$ cat src/rtl/jt89_mix_multi.sv
// jt89_mix_multi: sequential multi-channel sound mixer.
// A mix request latches all channel samples, gains and mutes. The channels are
// then accumulated one per clock. The total saturates to the output width and
// drives sound, with a one-cycle sample pulse marking each update.
// Optional feature: define JT89_MIX_FILTER_EN to place a STAGES-deep low-pass
// cascade between the saturated mix and sound.

module jt89_mix_multi #(
  parameter int CHN    = 4,
  parameter int W      = 9,
  parameter int OW     = 11,
  parameter int STAGES = 3
) (
  input  logic                 clk,
  input  logic                 rst,
  input  logic                 clk_en,
  input  logic [CHN*W-1:0]     ch,
  input  logic [CHN*4-1:0]     gain,
  input  logic [CHN-1:0]       mute,
  output logic [OW-1:0]        sound,
  output logic                 sample
);

  localparam int AW   = W + 4 + $clog2(CHN);
  localparam int CW   = (CHN > 1) ? $clog2(CHN) : 1;
  localparam int MAXI = (1 << OW) - 1;

  typedef enum logic [1:0] {IDLE, SUM, OUT} state_t;

  state_t state_q, state_d;

  logic [CHN*W-1:0] ch_q;
  logic [CHN*4-1:0] gain_q;
  logic [CHN-1:0]   mute_q;
  logic [CW-1:0]    cnt_q;
  logic [AW-1:0]    acc_q;

  logic [W-1:0]     cur_ch;
  logic [3:0]       cur_gain;
  logic             cur_mute;
  logic [W+3:0]     prod;
  logic [AW-1:0]    term;
  logic             last_ch;
  logic [OW-1:0]    mix;

  // Select the channel addressed by the scan counter and form its scaled term
  always_comb begin
    cur_ch   = ch_q[cnt_q*W +: W];
    cur_gain = gain_q[cnt_q*4 +: 4];
    cur_mute = mute_q[cnt_q];
    prod     = (W+4)'(cur_ch) * (W+4)'(cur_gain);
    term     = cur_mute ? '0 : AW'(prod >> 3);
    last_ch  = (cnt_q == CW'(CHN-1));
  end

  // Clamp the accumulated total to the largest value the output can hold
  always_comb begin
    if ({1'b0, acc_q} > (AW+1)'(MAXI)) begin
      mix = '1;
    end else begin
      mix = acc_q[OW-1:0];
    end
  end

  // State register
  always_ff @(posedge clk) begin
    if (rst) begin
      state_q <= IDLE;
    end else begin
      state_q <= state_d;
    end
  end

  // Next-state logic: requests are only honoured while idle
  always_comb begin
    state_d = state_q;
    case (state_q)
      IDLE:    if (clk_en) state_d = SUM;
      SUM:     if (last_ch) state_d = OUT;
      OUT:     state_d = IDLE;
      default: state_d = IDLE;
    endcase
  end

  // Input latch, channel counter and accumulator
  always_ff @(posedge clk) begin
    if (rst) begin
      ch_q   <= '0;
      gain_q <= '0;
      mute_q <= '0;
      cnt_q  <= '0;
      acc_q  <= '0;
    end else begin
      case (state_q)
        IDLE: begin
          if (clk_en) begin
            ch_q   <= ch;
            gain_q <= gain;
            mute_q <= mute;
            cnt_q  <= '0;
            acc_q  <= '0;
          end
        end
        SUM: begin
          acc_q <= acc_q + term;
          if (!last_ch) cnt_q <= cnt_q + CW'(1);
        end
        default: ;
      endcase
    end
  end

  // Update strobe, raised for the cycle after OUT
  always_ff @(posedge clk) begin
    if (rst) begin
      sample <= 1'b0;
    end else begin
      sample <= (state_q == OUT);
    end
  end

`ifdef JT89_MIX_FILTER_EN
  logic [OW-1:0] stage_q  [STAGES];
  logic [OW-1:0] stage_in [STAGES];

  // One low-pass step; rounding up when rising lets a constant input be reached exactly
  function automatic logic [OW-1:0] lp_step(input logic [OW-1:0] y, input logic [OW-1:0] x);
    logic [OW:0] s;
    s = {1'b0, y} + {1'b0, x} + {{OW{1'b0}}, (x > y)};
    return s[OW:1];
  endfunction

  // Chain each stage to the previous one, the first stage fed by the mix
  always_comb begin
    stage_in[0] = mix;
    for (int i = 1; i < STAGES; i++) begin
      stage_in[i] = stage_q[i-1];
    end
  end

  // All stages advance together once per completed mix
  always_ff @(posedge clk) begin
    if (rst) begin
      for (int i = 0; i < STAGES; i++) stage_q[i] <= '0;
    end else if (state_q == OUT) begin
      for (int i = 0; i < STAGES; i++) stage_q[i] <= lp_step(stage_q[i], stage_in[i]);
    end
  end

  assign sound = stage_q[STAGES-1];
`else
  logic [OW-1:0] sound_q;

  // Unfiltered output takes the saturated mix directly
  always_ff @(posedge clk) begin
    if (rst) begin
      sound_q <= '0;
    end else if (state_q == OUT) begin
      sound_q <= mix;
    end
  end

  assign sound = sound_q;
`endif

endmodule

$ cat config.mk
export PLATFORM = sky130hd
export DESIGN_NAME = jt89_mix_multi
export DESIGN_NICKNAME = d
export VERILOG_FILES = /design/src/rtl/jt89_mix_multi.sv
export SDC_FILE = /design/constraint.sdc
export NUM_CORES = 1
export LEC_CHECK = 0
export BUFFER_PORTS_ARGS = -buffer_cell sky130_fd_sc_hd__buf_2
export CORE_ASPECT_RATIO = 1.2
export CORE_MARGIN = 2
export CORE_UTILIZATION = 44
export DETAILED_ROUTE_END_ITERATION = 7
export PLACE_DENSITY_LB_ADDON = 0.2
export REMOVE_ABC_BUFFERS = 1
export SYNTH_ARGS = -nofsm -noshare
export SYNTH_HDL_FRONTEND = slang
export SYNTH_SLANG_ARGS = --single-unit
export TNS_END_PERCENT = 30
$ cat constraint.sdc
create_clock -name clk -period 5.93 [get_ports clk]
set_clock_uncertainty 0.1 [all_clocks]
set_input_delay 0.8895 -clock clk [delete_from_list [all_inputs] [get_ports clk]]
set_output_delay 0.8895 -clock clk [all_outputs]
set_load 0.02 [all_outputs]
## Word-level counts from Yosys, hierarchy flattened

Index checks and enable logic that the tools add are counted.

| word-level totals | value |
|---|---|
| bits in registers | 87 |
| output and inout port bits | 12 |
| word-level logic and storage cells | 40 |

| operators by class | value |
|---|---|
| add/subtract/negate cells | 2 |
| multipliers | 2 |
| $lt $le $gt $ge | 2 |
| equal/unequal tests | 6 |
| shift-type cells | 2 |
| muxes and demuxes | 12 |
| reduce and logical (&&, ||, !) cells | 6 |

Operators with widths:

| operator | number |
|---|---|
| variable part select 36 x 7 -> 9 bit | 1 |
| one-hot mux 15 bit (2 select lines) | 1 |
| variable part select 16 x 5 -> 4 bit | 1 |
| adder 15 x 10 -> 15 bit | 1 |
| > comparator 15 x 11 -> 1 bit, second input constant | 1 |
| 2-to-1 mux 15 bit | 1 |
| multiplier 9 x 4 -> 13 bit | 1 |
| 2-to-1 mux 11 bit | 1 |
| 2-to-1 mux 10 bit | 1 |
| 2-to-1 mux 2 bit | 4 |
| one-hot mux 2 bit (2 select lines) | 2 |
| multiplier 2 x 4 -> 6 bit, second input constant | 1 |
| inequality test 2 bit, second input constant | 3 |
| AND reduction 2 bit | 3 |
| == test 2 bit, second input constant | 2 |
| less-than comparator 2 x 3 -> 1 bit, second input constant | 1 |
| AND reduction 3 bit | 1 |
| adder 2 x 1 -> 2 bit, second input constant | 1 |
| binary-select mux 1 bit (select 2 bit) | 1 |
| == test 2 x 1 -> 1 bit, second input constant | 1 |
| logical NOT 2 bit | 1 |
| nonzero test 2 bit | 1 |
| 2-to-1 mux 1 bit | 1 |

## Longest topological paths before layout

Gate-level depths: netlist of run 1.

| logic depth | value |
|---|---|
| depth in word-level cells | 6 |
| mapped depth | 22 |

## Least setup slack after synthesis of run 1

OpenSTA, ideal clock, no wires.

| timing | value |
|---|---|
| kind | reg2reg |
| from | register cnt_q[0] |
| to | register acc_q[14] |
| setup time | 0.121 ns |
| arrival | 5.455 ns |
| required time | 5.709 ns |
| slack | 0.254 ns |
| stages on the path, launching flop included | 23 |
| buffers on the path | 2 |
| period minus slack after synthesis | 5.676 ns |
| cells stage by stage | dfxtp_1 buf_6 buf_2 mux4_2 and2_1 fa_1 inv_1 fa_1 inv_1 ha_1 nor2b_1 o21ai_0 a21boi_0 o211a_1 nor3_1 nor3_1 ha_1 and3_1 nand2_1 o211ai_1 a211oi_1 nor4bb_1 mux2_2 |

| between the ends | value |
|---|---|
| word-level cells in the longest chain between the ends | 6 |
| elaborated cells on any way between the ends | 9 |

Ends and longest elaborated chain:

| element | RTL line | RTL |
|---|---|---|
| from (decl) | 35 | `logic [CW-1:0] cnt_q;` |
| from (signal assigned) | 106 | `if (!last_ch) cnt_q <= cnt_q + CW'(1);` |
| multiplier 2 x 4 -> 6 bit | 48 | `cur_ch = ch_q[cnt_q*W +: W];` |
| variable part select 36 x 7 -> 9 bit | 48 |  |
| multiplier 9 x 4 -> 13 bit | 51 | `prod = (W+4)'(cur_ch) * (W+4)'(cur_gain);` |
| 2-to-1 mux 10 bit (*) | 52 | `term = cur_mute ? '0 : AW'(prod >> 3);` |
| adder 15 x 10 -> 15 bit (*) | 105 | `acc_q <= acc_q + term;` |
| one-hot mux 15 bit (2 select lines) (*) | 94 | `case (state_q)` |
| to (signal assigned) | 105 |  |
| to (decl) | 36 | `logic [AW-1:0] acc_q;` |

Every way passes the cells marked *; elsewhere a longest branch is shown, timed or not. The select of a mux whose other input is x is not followed.
A chain may end at the register's enable or synchronous reset.

## Worst setup path after layout of run 1

| timing | value |
|---|---|
| from | register cnt_q[0] |
| to | register acc_q[11] |

Same word-level chain as after synthesis.

==> results of run 1 <==
registers in the layout (all words and copies together), names as in the netlist:
| name | count |
|---|---|
| mute_q | 4 |
| cnt_q | 2 |
| ch_q | 36 |
| sample | 1 |
| sound | 11 |
| state_q | 2 |
| acc_q | 15 |
| gain_q | 16 |
layout by cell type (no fill, tap or decap), types with 3 or more instances in the layout:
master	instances
a22o_1	5
nor2_1	43
nand2_1	134
xor2_1	4
o21bai_1	4
o211ai_1	5
mux2_2	4
buf_2	70
a22oi_1	6
o21ai_1	3
a211oi_1	3
inv_1	27
o21a_1	4
fa_1	15
mux4_1	3
ha_1	25
nor2b_1	7
nor3b_1	3
a21o_1	4
dfxtp_1	85
a31oi_1	3
nand4_1	3
and2_1	26
nor3_1	20
o21ai_0	4
nor4bb_1	3
buf_4	15
nand3_1	3
a21oi_1	66
xnor2_1	4
clkbuf_16	9
mux4_2	11
worst reg2reg max path, delay by kind of cell, from the launching register on:
| family | cells | cell delay (ns) |
|---|---|---|
| muxes | 2 | 0.87 |
| and+or+nand+nor | 6 | 0.84 |
| buffers and inverters | 4 | 0.38 |
| DFF | 1 | 0.36 |
| adders and majority gates | 4 | 1.69 |
| AOI/OAI and AO/OA | 5 | 1.38 |
worst paths after layout:
check | from | cells after the start | to | slack (ns)
min | ch_q[11] | 2 | ch_q[11] | 0.35
min reg2reg | ch_q[11] | 2 | ch_q[11] | 0.35
max | cnt_q[0] | 21 | acc_q[11] | 0.25
max reg2reg | cnt_q[0] | 21 | acc_q[11] | 0.25
area by class of cell:
cell class	count	area (um2)	share of cell area (%)
Sequential cell	87	1740	30.0
Multi-Input combinational cell	443	2990	51.5
Clock buffer	11	243	4.18
Tap cell	132	165	2.84
Inverter	27	101	1.75
Clock inverter	5	81.3	1.40
Timing Repair Buffer	86	483	8.32
power by group through the flow:
stage / Combinational, uW / Sequential (uW) / Clock, uW
after floorplan: 93.1 / 634 / 0
after global placement: 148 / 636 / 0
after detailed placement: 153 / 637 / 0
after CTS: 155 / 624 / 619
after global routing: 179 / 626 / 649
final: 158 / 624 / 610
timing repair:
action,CTS,global route
setup endpoints to repair,1,5
resized for setup,0,15
hold buffers,0,0
pin swaps,3,5
hold endpoints to repair,0,0
buffers inserted,2,4
cell families after synthesis:
family                     Yosys count
and+or+nand+nor                    259
AOI/OAI and AO/OA                  116
DFF                                 87
buffers and inverters               57
adders and majority gates           41
muxes                               19
xor gates and xnor gates             8
metal layers:
layer	track usage [%]	vias to the layer above	wire (um)
li1	-	2144	-
met1	20.8	1945	4640
met2	34.4	67	5580
met3	2.97	17	305
met4	8.90	0	222
met5	0	-	0
stage by stage:
stage / cell area (um2) / hold WS [ns] / utilization [%] / worst slack [ns] / total power, uW
floorplan: 4790 / 0.325 / - / 0.0594 / 727
global placement: 5400 / 0.342 / 49.1 / 0.184 / 785
finish: 5810 / 0.353 / 52.9 / 0.250 / 1390
global route: 5810 / 0.372 / 52.9 / -0.0179 / 1450
CTS: 5730 / 0.355 / 52.2 / 0.0305 / 1400
detailed placement: 5400 / 0.347 / 49.1 / -0.0520 / 790
==> impl_metrics.yaml, run 1 <==
run_status:
  status: "completed"
power_and_ir_drop:
  p_clk_share_pct: 43.8
  p_comb_share_pct: 11.3
  p_leak_uw: 0.00255
  p_sw_uw: 332
  ir_drop_uv: 151
  power_frac_seq_pct: 44.8
  power.density_nw_per_um2: 240
  p_sw_share_pct: 23.9
  p_int_uw: 1060
floorplan:
  io_pins: 71
  die_y_um: 120
  dieWidth_um: 100
  num_rows: 42
  core_area_um2: 11000
  start_util_pct: 44.7
  die-area_um2: 12000
logic_synthesis:
  ys.flop_type: "dfxtp_1"
  async_reset_ff_share_pct: 0
  synthXorXnorAreaFrac_pct: 1.43
  yosys_warnings: 0
  synthAdderAreaFrac_pct: 12.7
  synth_edf_count: 0
  synth_top_area_cell: "dfxtp_1"
  synthCells: 587
  synth_seq_cells: 87
  yosysMostFrequentCell: "nand2_1"
  synth.distinct_cells: 49
  seq_area_frac_synth_pct: 35.5
  synth_commonest_cells: "nand2_1, dfxtp_1, a21oi_1"
  mappedNetlistArea_um2: 4910
  synth_compound_area_share_pct: 14.0
  synth-simple-area-share_pct: 24.0
  synth_top_area_share_pct: 35.5
  netlist_top_cells_area: "dfxtp_1, nand2_1, a21oi_1"
  synthMuxAreaShare_pct: 7.80
  synth_top_family_by_area: "simple AND/OR/NAND/NOR gates"
  synth_area_per_cell_um2: 8.37
route:
  drt_iter0_drc: 137
  viasPerCell: 5.28
  route.detailed.drc: 0
  dr.pass1.iters: 5
  avgRoutedWirePerCell_um: 13.6
  num_vias: 4173
  finalWirelength_mm: 10.7
  final_antenna_net_count: 0
hold_path:
  min_path_type: "reg2reg"
place:
  gp_congestion: 0.919
  dp.cells: 769
  dp_hpwl_mm: 7.98
  port_buffers: 70
setup_path:
  startpoint_type: "register"
  slowest_stage: "mux4_2"
  critPathTopFamily: "adder cells"
  path_buf_inv: 4
  crit_type: "reg2reg"
  cp.arrival_ns: 5.86
  critPathMaxFanout: 5
  end_kind: "register"
  slowest_delay_ns: 0.55
  worstPathRequired_ns: 6.11
  crit_chain: "buf_4, buf_4, mux4_2, and2_1, fa_1, inv_1, fa_1, inv_1, ha_1, a21oi_1, o21bai_1, a21oi_2, nand2b_1, nand4_1, nor3b_1, ha_1, a2111oi_1, o21ai_1, nand3_1, mux2_1, nor2_1"
global_route:
  antenna_found_initial: 0
  grt_pass1_vias: 4188
  grt_util_all_layers_pct: 18.8
  grt_pass1_wl_mm: 18.0
  overflow: 0
  grt_start_max_net_pins: 60
timing:
  maxSlewViolCount: 0
  fin_crit_sh_pct: 95.8
  hold_viol: 0
  fin_tns_setup_ns: 0
  finalSetupViolations: 0
  max_slew_margin_pct: 30.2
  worstMarginPinSlew_ns: 1.04
  finalCriticalPeriod_ns: 5.68
  fmax_mhz: 176
layout:
  fin_cells: 791
  nNetsFinal: 754
  antenna_cells: 0
  fill_cells: 1019
  synthToLayoutAreaGrowth_pct: 18.2
  drive_gt1_share_pct: 19.7
clock_tree:
  root_buffer: "clkbuf_16"
  path_clk_slew_ns: 0.06
  cts_tree: "yes"
  htree_levels: 3
  cts_buffer_depth: 2
  cts_sinks: 87
  cts_buffers: 9
  clkLatencyLatePin_ns: 0.35
flow_run:
  drv_cap: 0
Power figures use the tool's default switching activity.
==> inputs of run 2 (changes only) <==
- CELL_PAD_IN_SITES_DETAIL_PLACEMENT: default -> 0
- CELL_PAD_IN_SITES_GLOBAL_PLACEMENT: default -> 1
- CORE_UTILIZATION: 44 -> 39
==> impl_metrics.yaml, run 2 (synthesized netlist as in run 1, its figures left out) <==
layout:
  final_cell_mix: "nand2_1, dfxtp_1, buf_2, a21oi_1, nor2_1"
  finish.utilization_pct: 47.2
  layout_commonest_cell: "nand2_1"
  nNetsFinal: 750
  top_regs: "ch_q (36), gain_q (16), acc_q (15)"
  regMostFlops: "ch_q"
  synthToLayoutAreaGrowth_pct: 17.6
  largest_reg_flops: 36
  antenna_cells: 0
  final_area_um2: 5770
  drive_gt1_share_pct: 18.9
floorplan:
  dieWidth_um: 106
  num_rows: 44
  core_area_um2: 12200
  die_y_um: 127
  die-area_um2: 13500
  start_util_pct: 40.2
  io_pins: 71
route:
  dr.pass1.iters: 4
  route.detailed.drc: 0
  final_antenna_net_count: 0
  num_vias: 4116
  viasPerCell: 5.04
  wl_met3_um: 303
  routed-wl-met2_mm: 5.38
  wl_met1_mm: 4.95
  avgRoutedWirePerCell_um: 13.2
  drt_iter0_drc: 113
  finalWirelength_mm: 10.8
  top_layer: "met4"
power_and_ir_drop:
  power.density_nw_per_um2: 233
  p_leak_uw: 0.00252
  ir_drop_uv: 110
  fin_total_pwr_uw: 1340
setup_path:
  end_kind: "register"
  slowest_delay_ns: 0.56
  path_buf_inv: 3
  crit_chain: "buf_12, mux4_2, and2_1, fa_1, inv_1, fa_1, inv_1, ha_1, nor2b_1, o21ai_2, a21boi_2, o211a_1, nor3_1, nor3_1, ha_2, and3_1, nand2_1, o211ai_1, a211oi_2, nor4bb_1, mux2_2"
  critPathTopFamily: "adder cells"
  slowest_stage: "mux4_2"
  critPathMaxFanout: 11
  crit_type: "reg2reg"
  worstPathRequired_ns: 6.06
  startpoint_type: "register"
  cp.arrival_ns: 5.75
clock_tree:
  cts-hold-fix-buffers: 0
  root_buffer: "clkbuf_16"
  cts_buffer_depth: 2
  cts_buffers: 9
  clkLatencyLatePin_ns: 0.34
  htree_levels: 3
  cts_sinks: 87
  cts_tree: "yes"
  path_clk_slew_ns: 0.06
global_route:
  grt_pass1_wl_mm: 18.1
  antenna_found_initial: 0
  overflow: 0
  grt_util_all_layers_pct: 16.6
  grt_start_max_net_pins: 72
  grt_pass1_vias: 4022
timing:
  fin_tns_setup_ns: 0
  finalSetupViolations: 0
  worstMarginPinSlew_ns: 1.05
  setup_ws_ns: 0.304
  max_slew_margin_pct: 29.6
  fin_crit_sh_pct: 94.9
  maxSlewViolCount: 0
  finalCriticalPeriod_ns: 5.63
  hold_viol: 0
  fmax_mhz: 178
place:
  placed_area_um2: 5430
  dp_hpwl_mm: 8.05
  dp_slack_ns: -0.00787
  port_buffers: 70
  gp_congestion: 0.814
hold_path:
  min_path_type: "reg2reg"
flow_run:
  drv_cap: 0
run_status:
  status: "completed"
==> run 2: cell count changes in the layout (fill, tap and decap cells not counted), sizes merged <==
cell	previous run	this run
bufinv	2	1
clkbuf	11	10
clkinvlp	1	2
buf	86	82
inv	27	28
==> run 2: worst paths after layout <==
| path | from | end | slack (ns) | cells past startpoint |
|---|---|---|---|---|
| max | cnt_q[0] | acc_q[14] | 0.30 | 21 |
| min | ch_q[18] | ch_q[18] | 0.35 | 2 |
| max reg2reg | cnt_q[0] | acc_q[14] | 0.30 | 21 |
| min reg2reg | ch_q[18] | ch_q[18] | 0.35 | 2 |
==> run 2: worst reg2reg max path, stage by stage (launching register included) <==
cell,delay (ns)
dfxtp_2,0.37
buf_12,0.16
mux4_2,0.56
and2_1,0.18
fa_1,0.54
inv_1,0.06
fa_1,0.53
inv_1,0.04
ha_1,0.33
nor2b_1,0.17
o21ai_2,0.16
a21boi_2,0.10
o211a_1,0.23
nor3_1,0.14
nor3_1,0.08
ha_2,0.40
and3_1,0.20
nand2_1,0.06
o211ai_1,0.27
a211oi_2,0.14
nor4bb_1,0.33
mux2_2,0.36
==> run 2: per-layer routing <==
layer / track usage [%] / vias up
met5: 0 / -
met4: 7.79 / 0
met3: 2.83 / 11
met2: 28.2 / 60
met1: 20.3 / 1919
li1: - / 2126
==> run 2: through the flow <==
step / hold slack [ns] / instances
after floorplan: 0.325 / 557
after global placement: 0.341 / 798
after detailed placement: 0.344 / 798
after CTS: 0.353 / 814
after global routing: 0.372 / 816
final: 0.351 / 816
==> run 2: layout make-up <==
cell class	instances	area [um2]
Multi-Input combinational cell	443	2970
Sequential cell	87	1740
Fill cell	1268	6450
Clock inverter	6	67.6
Clock buffer	10	239
Tap cell	161	201
Timing Repair Buffer	82	453
Inverter	27	101
==> run 2: repair_timing <==
| item | CTS | global route |
|---|---|---|
| gates resized for setup | 1 | 10 |
| setup endpoints to repair | 1 | 5 |
| pin swaps | 0 | 1 |
| buffers inserted | 0 | 2 |
==> run 2: report_power, final <==
part | internal [uW] | switching [uW] | total [uW]
combinational | 66.5 | 87.8 | 154
sequential | 609 | 13.4 | 622
clock | 339 | 229 | 568
total | 1010 | 331 | 1340
==> inputs of run 3 (changes only) <==
- RECOVER_POWER: default -> 25
==> impl_metrics.yaml, run 3 (synthesized netlist as in run 1, its figures left out) <==
run_status:
  status: "completed"
power_and_ir_drop:
  power_frac_seq_pct: 46.3
  p_leak_uw: 0.00246
  power.density_nw_per_um2: 234
  p_sw_share_pct: 24.5
  p_int_uw: 1010
  p_clk_share_pct: 42.3
  p_comb_share_pct: 11.5
  p_sw_uw: 330
  ir_drop_uv: 110
global_route:
  use_met2_pct: 28.2
  grt_pass1_wl_mm: 18.1
  grt_util_all_layers_pct: 16.6
  antenna_found_initial: 0
  overflow: 0
  met1_usage_pct: 20.3
  grt_start_max_net_pins: 72
  grt_pass1_vias: 4022
  grt-busiest-layer: "met2"
  grtUsageMet3_pct: 2.83
place:
  port_buffers: 70
  dp_hpwl_mm: 8.05
  gp_congestion: 0.814
setup_path:
  end_kind: "register"
  crit_type: "reg2reg"
  startpoint_type: "register"
  critPathMaxFanout: 11
  cp.arrival_ns: 5.75
  crit_start: "cnt_q[0]"
  worstPathRequired_ns: 6.05
  r2r_start: "cnt_q[0]"
timing:
  hold_viol: 0
  max_slew_margin_pct: 29.6
  fmax_mhz: 178
  fin_crit_sh_pct: 95.0
  worstMarginPinSlew_ns: 1.05
  finalCriticalPeriod_ns: 5.63
  finalSetupViolations: 0
  maxSlewViolCount: 0
  fin_tns_setup_ns: 0
layout:
  synthToLayoutAreaGrowth_pct: 17.2
  top_regs: "ch_q (36), gain_q (16), acc_q (15)"
  largest_reg_flops: 36
  regMostFlops: "ch_q"
  antenna_cells: 0
  nNetsFinal: 750
  layout_commonest_cell: "nand2_1"
  multi_input_area_um2: 2970
  seqCellArea_um2: 1740
  final_cell_mix: "nand2_1, dfxtp_1, a21oi_1, buf_2, nor2_1"
  fill_cells: 1283
  drive_gt1_share_pct: 16.8
  finish.utilization_pct: 47.1
floorplan:
  start_util_pct: 40.2
  dieWidth_um: 106
  die_y_um: 127
  num_rows: 44
  core_area_um2: 12200
  io_pins: 71
  die-area_um2: 13500
clock_tree:
  cts_tree: "yes"
  clkLatencyLatePin_ns: 0.34
  cts_buffer_depth: 2
  cts_buffers: 9
  path_clk_slew_ns: 0.06
  htree_levels: 3
  cts_sinks: 87
  root_buffer: "clkbuf_16"
flow_run:
  drv_cap: 0
route:
  dr.pass1.iters: 4
  route.detailed.drc: 0
  viasPerCell: 5.06
  num_vias: 4126
  avgRoutedWirePerCell_um: 13.2
  drt_iter0_drc: 123
  final_antenna_net_count: 0
  finalWirelength_mm: 10.8
hold_path:
  hp-start: "ch_q[18]"
  min_path_type: "reg2reg"
==> run 3: path summary, 6_finish.rpt <==
path / endpoint / slack [ns] / cells after the start
max: acc_q[14] / 0.30 / 21
min: ch_q[18] / 0.35 / 2
max reg2reg: acc_q[14] / 0.30 / 21
min reg2reg: ch_q[18] / 0.35 / 2
==> run 3: cell type report <==
cell class | count | area share, %
sequential | 87 | 30.3
clock inverter | 6 | 1.17
tap | 161 | 3.50
inverter | 27 | 1.76
clock buffer | 10 | 4.15
timing repair buffer | 82 | 7.52
multi-input combinational | 443 | 51.6
==> run 3: power by group through the flow <==
stage	Combinational, uW	Sequential (uW)	Clock [uW]
after global routing	175	625	611
after floorplan	93.1	634	0
after detailed placement	155	635	0
final	154	622	568
after global placement	152	635	0
after CTS	156	622	588
==> run 3: through the flow <==
step	area [um2]	hold slack (ns)	setup WS [ns]	instances	total power [uW]
after CTS	5740	0.353	0.0255	814	1370
after floorplan	4790	0.325	0.0594	557	727
after global placement	5430	0.341	0.195	798	786
final	5750	0.351	0.299	816	1340
after global routing	5750	0.372	-0.00316	816	1410
after detailed placement	5430	0.344	-0.00787	798	790
==> run 3: repair_timing <==
item	4_1_cts	5_1_grt
hold buffers	0	0
endpoints found under the setup margin	1	5
pin swaps	0	1
buffers inserted	0	2
gates resized for setup	1	10
==> run 3: layer usage <==
layer  vias to the layer above  routed length [um]
met4                         0                 163
met2                        74                5370
met1                      1911                4890
met3                        14                 385
met5                         -                   0
li1                       2127                   -
==> run 3: worst max-delay path, stage by stage, from the launching register on <==
cell and delay (ns):
dfxtp_2 0.37, buf_12 0.15, mux4_2 0.56, and2_1 0.18
fa_1 0.54, inv_1 0.06, fa_1 0.53, inv_1 0.04
ha_1 0.33, nor2b_1 0.17, o21ai_2 0.16, a21boi_2 0.10
o211a_1 0.22, nor3_1 0.14, nor3_1 0.08, ha_2 0.40
and3_1 0.20, nand2_1 0.06, o211ai_1 0.27, a211oi_2 0.14
nor4bb_1 0.33, mux2_2 0.36
